## config.mk

```make
export PLATFORM = sky130hd
export DESIGN_NAME = mips_regfile_sb_flat
export DESIGN_NICKNAME = d
export VERILOG_FILES = /design/src/rtl/mips_pkg.sv /design/src/rtl/mips_regfile_sb_if.sv /design/src/rtl/mips_reg_word.sv /design/src/rtl/mips_regfile_sb.sv /design/src/flat_wrapper.sv
export SDC_FILE = /design/constraint.sdc
export NUM_CORES = 2
export LEC_CHECK = 0
export CORE_MARGIN = 8
export CORE_UTILIZATION = 45
export DETAILED_ROUTE_END_ITERATION = 8
export GPL_ROUTABILITY_DRIVEN = 0
export GPL_TIMING_DRIVEN = 0
export PLACE_DENSITY = 0.58
export SLEW_MARGIN = 20
export SYNTH_ARGS = -nofsm -noshare
export SYNTH_HDL_FRONTEND = slang
export SYNTH_SLANG_ARGS = --single-unit
```

## constraint.sdc

```tcl
create_clock -name clk -period 3.8 [get_ports clk]
set_input_delay 0.76 -clock clk [delete_from_list [all_inputs] [get_ports clk]]
set_output_delay 0.76 -clock clk [all_outputs]
set_load 0.02 [all_outputs]
```

## src/rtl/mips_pkg.sv

```systemverilog
// Shared MIPS register-file constants.
//   REG_W    : default data width of a general-purpose register
//   NUM_GPR  : default number of general-purpose registers
//   REG_AW   : address width matching NUM_GPR
//   REG_ZERO : architectural hard-wired zero register address
package mips_pkg;

    localparam int unsigned REG_W   = 32;
    localparam int unsigned NUM_GPR = 32;
    localparam int unsigned REG_AW  = $clog2(NUM_GPR);
    localparam logic [REG_AW-1:0] REG_ZERO = '0;

endpackage

```

## src/rtl/mips_regfile_sb_if.sv

```systemverilog
// Register-file bus between ID (read/issue), WB (write) and the register file.
//   master : driven by the pipeline (addresses, enables, write data, issue)
//   slave  : the register file (returns read data, busy flags and stall)
interface mips_regfile_sb_if
    import mips_pkg::*;
#(
    parameter int unsigned WIDTH    = REG_W,
    parameter int unsigned NUM_REGS = NUM_GPR,
    parameter int unsigned AW       = $clog2(NUM_REGS)
);

    logic [AW-1:0]    raddr_a;
    logic [AW-1:0]    raddr_b;
    logic             rden_a;
    logic             rden_b;
    logic [WIDTH-1:0] rdata_a;
    logic [WIDTH-1:0] rdata_b;
    logic             we;
    logic [AW-1:0]    waddr;
    logic [WIDTH-1:0] wdata;
    logic             issue_valid;
    logic [AW-1:0]    issue_dst;
    logic             busy_a;
    logic             busy_b;
    logic             stall;

    modport master (
        output raddr_a, raddr_b, rden_a, rden_b,
        output we, waddr, wdata, issue_valid, issue_dst,
        input  rdata_a, rdata_b, busy_a, busy_b, stall
    );

    modport slave (
        input  raddr_a, raddr_b, rden_a, rden_b,
        input  we, waddr, wdata, issue_valid, issue_dst,
        output rdata_a, rdata_b, busy_a, busy_b, stall
    );

endinterface

```

## src/rtl/mips_reg_word.sv

```systemverilog
// Single WIDTH-bit storage register with load enable and asynchronous
// active-low clear.
//   clk   : rising-edge clock
//   rst_n : asynchronous active-low clear
//   en    : load d on the next rising edge
//   d     : data in
//   q     : stored value
module mips_reg_word #(
    parameter int unsigned WIDTH = 32
) (
    input  logic             clk,
    input  logic             rst_n,
    input  logic             en,
    input  logic [WIDTH-1:0] d,
    output logic [WIDTH-1:0] q
);

    always_ff @(posedge clk or negedge rst_n) begin
        if (!rst_n) begin
            q <= '0;
        end else if (en) begin
            q <= d;
        end
    end

endmodule

```

## src/rtl/mips_regfile_sb.sv

```systemverilog
// NUM_REGS x WIDTH register file, two combinational read ports, one write
// port, with a busy-bit scoreboard that flags RAW hazards to decode.
//   clk   : rising-edge clock
//   rst_n : asynchronous active-low reset (clears registers and busy bits)
//   bus   : slave side of mips_regfile_sb_if (read ports, WB write port,
//           issue port, busy_a/busy_b/stall hazard outputs)
module mips_regfile_sb
    import mips_pkg::*;
#(
    parameter int unsigned WIDTH    = REG_W,
    parameter int unsigned NUM_REGS = NUM_GPR,
    parameter int unsigned ZERO_REG = 1,
    parameter int unsigned BYPASS   = 1
) (
    input  logic              clk,
    input  logic              rst_n,
    mips_regfile_sb_if.slave  bus
);

    localparam int unsigned AW = $clog2(NUM_REGS);

    logic [WIDTH-1:0]    mem [NUM_REGS];
    logic [NUM_REGS-1:0] busy;

    // True for an address that maps to real, writable storage.
    function automatic logic addr_ok(input logic [AW-1:0] a);
        return (32'(a) < NUM_REGS) && !((ZERO_REG != 0) && (a == '0));
    endfunction

    for (genvar g = 0; g < NUM_REGS; g++) begin : g_reg
        if ((ZERO_REG != 0) && (g == 0)) begin : g_hard_zero
            assign mem[g] = '0;
        end else begin : g_word
            logic en;
            assign en = bus.we && addr_ok(bus.waddr) && (bus.waddr == AW'(g));
            mips_reg_word #(.WIDTH(WIDTH)) u_word (
                .clk   (clk),
                .rst_n (rst_n),
                .en    (en),
                .d     (bus.wdata),
                .q     (mem[g])
            );
        end
    end

    // Issue has priority over WB clear: a newer producer for the same
    // register must keep it busy.
    always_ff @(posedge clk or negedge rst_n) begin
        if (!rst_n) begin
            busy <= '0;
        end else begin
            for (int unsigned i = 0; i < NUM_REGS; i++) begin
                if (bus.issue_valid && addr_ok(bus.issue_dst) && (bus.issue_dst == AW'(i))) begin
                    busy[i] <= 1'b1;
                end else if (bus.we && addr_ok(bus.waddr) && (bus.waddr == AW'(i))) begin
                    busy[i] <= 1'b0;
                end
            end
        end
    end

    // Read ports are gated by rst_n so a bypassed wdata cannot leak out
    // while the array is held in reset.
    always_comb begin
        bus.rdata_a = '0;
        bus.busy_a  = 1'b0;
        if (rst_n && addr_ok(bus.raddr_a)) begin
            if ((BYPASS != 0) && bus.we && (bus.waddr == bus.raddr_a)) begin
                bus.rdata_a = bus.wdata;
            end else begin
                bus.rdata_a = mem[bus.raddr_a];
                bus.busy_a  = busy[bus.raddr_a];
            end
        end
    end

    always_comb begin
        bus.rdata_b = '0;
        bus.busy_b  = 1'b0;
        if (rst_n && addr_ok(bus.raddr_b)) begin
            if ((BYPASS != 0) && bus.we && (bus.waddr == bus.raddr_b)) begin
                bus.rdata_b = bus.wdata;
            end else begin
                bus.rdata_b = mem[bus.raddr_b];
                bus.busy_b  = busy[bus.raddr_b];
            end
        end
    end

    assign bus.stall = (bus.rden_a && bus.busy_a) || (bus.rden_b && bus.busy_b);

endmodule

```

## src/flat_wrapper.sv

```systemverilog
// flat-port wrapper written by rule: the top's interface ports become plain ports
module mips_regfile_sb_flat import mips_pkg::*;
#(
    parameter int unsigned WIDTH    = REG_W,
    parameter int unsigned NUM_REGS = NUM_GPR,
    parameter int unsigned ZERO_REG = 1,
    parameter int unsigned BYPASS   = 1
)
  (clk, rst_n, bus_raddr_a, bus_raddr_b, bus_rden_a, bus_rden_b, bus_we, bus_waddr, bus_wdata, bus_issue_valid, bus_issue_dst, bus_rdata_a, bus_rdata_b, bus_busy_a, bus_busy_b, bus_stall);
  mips_regfile_sb_if #(.WIDTH(WIDTH), .NUM_REGS(NUM_REGS)) bus_i ();
  input  logic clk;
  input  logic rst_n;
  input wire logic [$bits(bus_i.raddr_a)-1:0] bus_raddr_a;
  input wire logic [$bits(bus_i.raddr_b)-1:0] bus_raddr_b;
  input wire logic [$bits(bus_i.rden_a)-1:0] bus_rden_a;
  input wire logic [$bits(bus_i.rden_b)-1:0] bus_rden_b;
  input wire logic [$bits(bus_i.we)-1:0] bus_we;
  input wire logic [$bits(bus_i.waddr)-1:0] bus_waddr;
  input wire logic [$bits(bus_i.wdata)-1:0] bus_wdata;
  input wire logic [$bits(bus_i.issue_valid)-1:0] bus_issue_valid;
  input wire logic [$bits(bus_i.issue_dst)-1:0] bus_issue_dst;
  output wire logic [$bits(bus_i.rdata_a)-1:0] bus_rdata_a;
  output wire logic [$bits(bus_i.rdata_b)-1:0] bus_rdata_b;
  output wire logic [$bits(bus_i.busy_a)-1:0] bus_busy_a;
  output wire logic [$bits(bus_i.busy_b)-1:0] bus_busy_b;
  output wire logic [$bits(bus_i.stall)-1:0] bus_stall;
  assign bus_i.raddr_a = bus_raddr_a;
  assign bus_i.raddr_b = bus_raddr_b;
  assign bus_i.rden_a = bus_rden_a;
  assign bus_i.rden_b = bus_rden_b;
  assign bus_i.we = bus_we;
  assign bus_i.waddr = bus_waddr;
  assign bus_i.wdata = bus_wdata;
  assign bus_i.issue_valid = bus_issue_valid;
  assign bus_i.issue_dst = bus_issue_dst;
  assign bus_rdata_a = bus_i.rdata_a;
  assign bus_rdata_b = bus_i.rdata_b;
  assign bus_busy_a = bus_i.busy_a;
  assign bus_busy_b = bus_i.busy_b;
  assign bus_stall = bus_i.stall;
  mips_regfile_sb #(.WIDTH(WIDTH), .NUM_REGS(NUM_REGS), .ZERO_REG(ZERO_REG), .BYPASS(BYPASS)) u_core (.clk(clk), .rst_n(rst_n), .bus(bus_i));
endmodule
```

# Word level (Yosys, flattened, before mapping)

Index checks and enable logic that the tools add are counted.
W data, S select, Z words.

Bits in registers: 1024
Latch bits: 0
Memory bits (writable): 0
ROM bits: 0
Bits of input ports: 58
Output and inout bits: 67
Word-level logic and storage cells: 328
Memories kept: 0

Add/sub/neg operators: 0
Multipliers: 0
Divide/modulo/power cells: 0
Magnitude comparators: 4
Eq/ne operators: 64
Shifts and indexed selects: 0
Multiplexer cells: 82
Bitwise operators: 2
Reductions and logical operators: 113

Operators by type and width:

| cell                 | count |
|---|---|
| $bmux W32 S5         | 2 |
| $mux W32             | 8 |
| $eq A5 B5 Y1 const B | 32 |
| $eq A5 B4 Y1 const B | 16 |
| $logic_and A1 B1 Y1  | 72 |
| $mux W1              | 70 |
| $reduce_bool A2 Y1   | 32 |
| $eq A5 B3 Y1 const B | 8 |
| $eq A5 B2 Y1 const B | 4 |
| $logic_not A5 Y1     | 4 |
| $ge A6 B6 Y1 const B | 2 |
| $lt A5 B6 Y1 const B | 2 |
| $not A5 Y6           | 2 |
| $bmux W1 S5          | 2 |
| $eq A5 B1 Y1 const B | 2 |
| $eq A5 B5 Y1         | 2 |
| $logic_not A1 Y1     | 4 |
| $logic_or A1 B1 Y1   | 1 |

# Depth between registers and ports, before layout

Depth in word-level cells: 6
Depth in mapped cells: 10
Depth with buffers taken out: 5

# Cells and area by module

From an unflattened synthesis, not the netlist that was laid out.

Cell total of the unflattened synthesis: 3956
Area, all modules: 60949.7 um^2

By module, submodules not included:

| module          | instances | cells each | area each (um^2) | sequential area each (um^2) |
|---|---|---|---|---|
| mips_reg_word   | 31        | 68         | 1345.0           | 800.8 |
| mips_regfile_sb | 1         | 1848       | 19253.5          | 800.8 |

# Least setup slack after synthesis

No wires, ideal clock.

Kind: input to output
Start: input bus_raddr_b[0]
End: output bus_stall
Arrival time: 2.901 ns
Required time: 3.040 ns
Slack: 0.139 ns
Stages on the path: 8
Buffers on the path: 3
Path through: buf_4 > buf_8 > buf_6 > nor2_2 > a31oi_4 > o21ai_0 > nor4b_1 > a22o_1

Word-level cells in the longest chain between the ends: 6
Elaborated cells between the ends (all ways): 11
Classes of those cells: 1 x eq/ne; 4 x mux; 6 x reduce/logical

Ends and longest elaborated chain:

| item                                                  | line                                         | RTL |
|---|---|---|
| start: declaration                                    | flat_wrapper.sv:14                           | `input wire logic [$bits(bus_i.raddr_b)-1:0] bus_raddr_b;` |
| $bmux W1 S5 (tied with other cells)                   | mips_regfile_sb.sv:85                        | `bus.busy_b = busy[bus.raddr_b];` |
| $mux W1 (not written as such) (tied with other cells) | mips_regfile_sb.sv:85                        |  |
| $mux W1 / $logic_and A1 B1 Y1 (equally long branches) | mips_regfile_sb.sv:81, mips_regfile_sb.sv:80 |  |
| $mux W1 (*)                                           | mips_regfile_sb.sv:80                        | `if (rst_n && addr_ok(bus.raddr_b)) begin` |
| net bus_busy_b                                        | flat_wrapper.sv:25                           | `output wire logic [$bits(bus_i.busy_b)-1:0] bus_busy_b;` |
| $logic_and A1 B1 Y1 (*)                               | mips_regfile_sb.sv:90                        | `assign bus.stall = (bus.rden_a && bus.busy_a) \|\| (bus.rden_b && bus.busy_b);` |
| $logic_or A1 B1 Y1 (*)                                | mips_regfile_sb.sv:90                        |  |
| end: declaration                                      | flat_wrapper.sv:26                           | `output wire logic [$bits(bus_i.stall)-1:0] bus_stall;` |

Mark *: on every way through the listed nets, which the timed path passes. The rest lies on a longest branch. The select of a mux whose other input is x is not followed.

# Final worst setup path

Start: input bus_raddr_b[3]
End: output bus_rdata_b[5]

Word-level cells in the longest chain between the ends: 6
Elaborated cells between the ends (all ways): 11
Classes of those cells: 1 x eq/ne; 5 x mux; 1 x bitwise; 4 x reduce/logical

Ends and longest elaborated chain:

| item                                        | line                  | RTL |
|---|---|---|
| $not A5 Y6 (not written as such)            | mips_regfile_sb.sv:84 | `bus.rdata_b = mem[bus.raddr_b];` |
| $bmux W32 S5                                | mips_regfile_sb.sv:84 |  |
| $mux W32 (not written as such) (2 in a row) | mips_regfile_sb.sv:84 |  |
| $mux W32                                    | mips_regfile_sb.sv:81 | `if ((BYPASS != 0) && bus.we && (bus.waddr == bus.raddr_b)) begin` |
| $mux W32 (*)                                | mips_regfile_sb.sv:80 |  |
| end: declaration                            | flat_wrapper.sv:23    | `output wire logic [$bits(bus_i.rdata_b)-1:0] bus_rdata_b;` |

Every way passes the cells marked *; elsewhere a longest branch is shown, timed or not. The select of a mux whose other input is x is not followed.

==> results.py <==
metrics = {
    "outcome": {
        "status": "complete, but fails checks",
        "violations": "negative setup slack",
    },
    "synth": {
        "synth-seq-area-share": 0.459,
        "ys_types": 66,
        "synth_cells": 3838,
        "ys_seq_elements": 1024,
        "ys_async_sr_fraction": 1.00,
        "syn_area_sq_um": 55800,
        "ys.warnings.count": 0,
        "synth_area_leaders": "dfrtp_1 (46%), mux2_2 (22%), mux4_2 (18%), clkbuf_1 (1.3%), buf_2 (1.2%)",
        "synth_top_flop_cell": "dfrtp_1",
        "syn_nets": 3896,
        "synth_top_area_frac": 0.459,
        "yosys.area.top_type": "dfrtp_1",
        "synth.avg_cell_area_sq_um": 14.5,
        "synth_edf_count": 0,
    },
    "sta": {
        "period_minus_slack_ns": 3.88,
        "max_freq_ghz": 0.258,
        "setup_viol": 18,
        "max-slew-margin-rel": 0.111,
        "setup_slack_ns": -0.0833,
        "rsz0062_at_grt": "yes",
        "fin_worst_skew_ns": 0,
        "finalCritPeriodShare": 1.02,
        "hold_viol_final": 0,
        "slew_viol_final": 0,
        "tightest_slew_ns": 1.33,
    },
    "final_layout": {
        "n_fill_cell": 10200,
        "final_layout_size_suffix_gt1_frac": 0.536,
        "final_common_cell": "mux2_2",
        "final_cell_area_sq_um": 67400,
        "layout.nets": 4257,
        "layout_common_cells": "mux2_2 (1084), dfrtp_1 (1024), mux4_2 (446), clkbuf_1 (137), clkbuf_16 (123)",
        "area.growth.synth_to_final_pct": 20.7,
    },
    "cts": {
        "clock_latency_ns": 0.72,
        "cts_root_buf": "clkbuf_16",
        "cts.reportedPaths.clkPinSlew_ns": 0.06,
        "clock_path_buffers": 3,
        "numCtsBuffers": 118,
        "clock_sinks": 1024,
        "cts_tree": "done",
        "htreeDepth": 3,
    },
    "detailed_routing": {
        "wl_met3_mm": 38.0,
        "drt_wl_total_mm": 271,
        "dr_wl_met2_mm": 111,
        "met1_length_mm": 97.3,
        "dr.first_iter.drc_count": 6480,
        "wire_per_inst_microns": 45.5,
        "highest_layer": "met5",
        "drt-vias-per-instance": 7.27,
        "drt_pre_antenna_iters": 6,
        "drc_errors": 0,
        "dr_total_vias": 43300,
        "ant_nets": 0,
    },
    "placed_design": {
        "post-place-ws_ns": -2.46,
        "placed_cell_area_sq_um": 59800,
        "place_hpwl_mm": 176,
        "port-buffer-count": 112,
    },
    "global_routing": {
        "grt_pass1_wl_mm": 364,
        "grt_antenna_before_repair": 21,
        "grt_usage": 0.389,
        "grt_pass1_vias": 42000,
        "grt_max_degree": 137,
        "grt_overflow": 0,
    },
    "critical_path": {
        "slowest_stage": "nor3_2",
        "max_stage_delay_ns": 0.41,
        "criticalPathCategory": "primary input to output pin",
        "critPathRequiredTime_ns": 3.04,
        "crit_chain": "dlygate4sd2_1, clkbuf_8, buf_6, buf_8, clkinvlp_4, clkbuf_16, o21ai_1, a211oi_1, nor3_2, buf_4",
        "critPathMaxFanout": 10,
        "critPathLaunchType": "primary input",
        "crit_arrival_ns": 3.12,
        "critical_path.endpoint_type": "output pin",
        "crit_family": "buffers and inverters",
        "path_buf_inv": 7,
    },
    "floorplanning": {
        "die_x_microns": 368,
        "die_y_microns": 368,
        "coreArea_sq_um": 123000,
        "start_util": 0.452,
        "io_pins": 125,
        "dieArea_sq_um": 136000,
        "fp-row-count": 129,
    },
    "power_and_ir_drop": {
        "power_density_nw_per_um2": 521,
        "vdd.ir_drop.worst_mv": 0.463,
        "total_power_uw": 35100,
        "p_leak_uw": 0.0291,
    },
    "min_path": {
        "hp-class": "primary input to async pin",
    },
    "run": {
        "maxCapViolations": 0,
    },
}
[registers in the layout (all words and copies together), names as in the netlist]
register,flops
u_core.g.g_word.u_word.q,992
u_core.busy,32
[layer usage]
layer | up-vias | global-route usage
met2 | 3647 | 0.533
met4 | 18 | 0.287
met1 | 22900 | 0.477
li1 | 15700 | -
met5 | - | 0.0182
met3 | 1058 | 0.181
[Yosys cell counts, types with 46 or more instances]
master    number
a221oi_1      46
a22oi_1       59
o21ai_0       90
mux4_2       446
mux2_2      1084
buf_2        130
nand2_1      123
nor2_1        51
dfrtp_1     1024
clkbuf_1     196
a22o_1        56
mux2i_1       57
[final timing paths]
path / from / to / slack, ns / cells past startpoint
worst max-delay path: bus_raddr_b[3] / bus_rdata_b[5] / -0.08 / 10
worst min-delay path: rst_n / u_core.g_reg[16].g_word.u_word.q[23] / 0.05 / 2
worst max register to register: u_core.g_reg[4].g_word.u_word.q[24] / u_core.g_reg[4].g_word.u_word.q[24] / 2.96 / 1
max in group asynchronous: rst_n / u_core.g_reg[27].g_word.u_word.q[15] / 1.87 / 4
min in group clk: u_core.busy[0] / u_core.busy[0] / 0.49 / 1
worst min register to register: u_core.busy[0] / u_core.busy[0] / 0.49 / 1
[per-stage QoR]
step / util / setup TNS [ns] / std cells / hold slack, ns
finish: 0.545 / -0.582 / 5956 / 0.0466
detailed placement: 0.484 / -154.99 / 5618 / 0.478
floorplan: - / 0 / 3838 / 0.441
global placement: 0.478 / - / 5587 / 0.469
global route: 0.545 / -0.138 / 5937 / 0.0409
CTS: 0.543 / -0.0770 / 5916 / 0.0149
[area by class of cell]
class	count	area, sq um	area share
Multi-Input combinational cell	2381	28700	0.427
Sequential cell	1024	25600	0.380
Clock buffer	167	3430	0.0509
Antenna cell	20	50.0	0.000743
Timing Repair Buffer	244	2940	0.0436
Tap cell	1637	2050	0.0304
Clock inverter	53	666	0.00988
Buffer	411	3780	0.0562
Inverter	19	87.6	0.00130
[cells by family after synthesis]
family          count (synthesis)  share of synthesized area
xor+xnor                       10                    0.00157
flops                        1024                      0.459
simple gates                  369                     0.0333
compound gates                392                     0.0498
buf+inv                       433                     0.0366
mux                          1610                      0.420
[report_power, final]
group	total, uW	switching (uW)	internal (uW)
clock	12200	5080	7150
combinational	8160	3660	4490
sequential	14700	1670	13100
total	35100	10400	24700
[repair_timing]
| item | CTS | global route |
|---|---|---|
| setup buffers | 66 | 20 |
| hold endpoints to repair | 41 | 0 |
| pin swaps | 28 | 16 |
| setup endpoints to repair | 67 | 52 |
| hold buffers | 2 | 0 |
| resized for setup | 789 | 75 |
| gates cloned | 12 | 1 |
No activity file was read; power rests on OpenSTA's default activity.
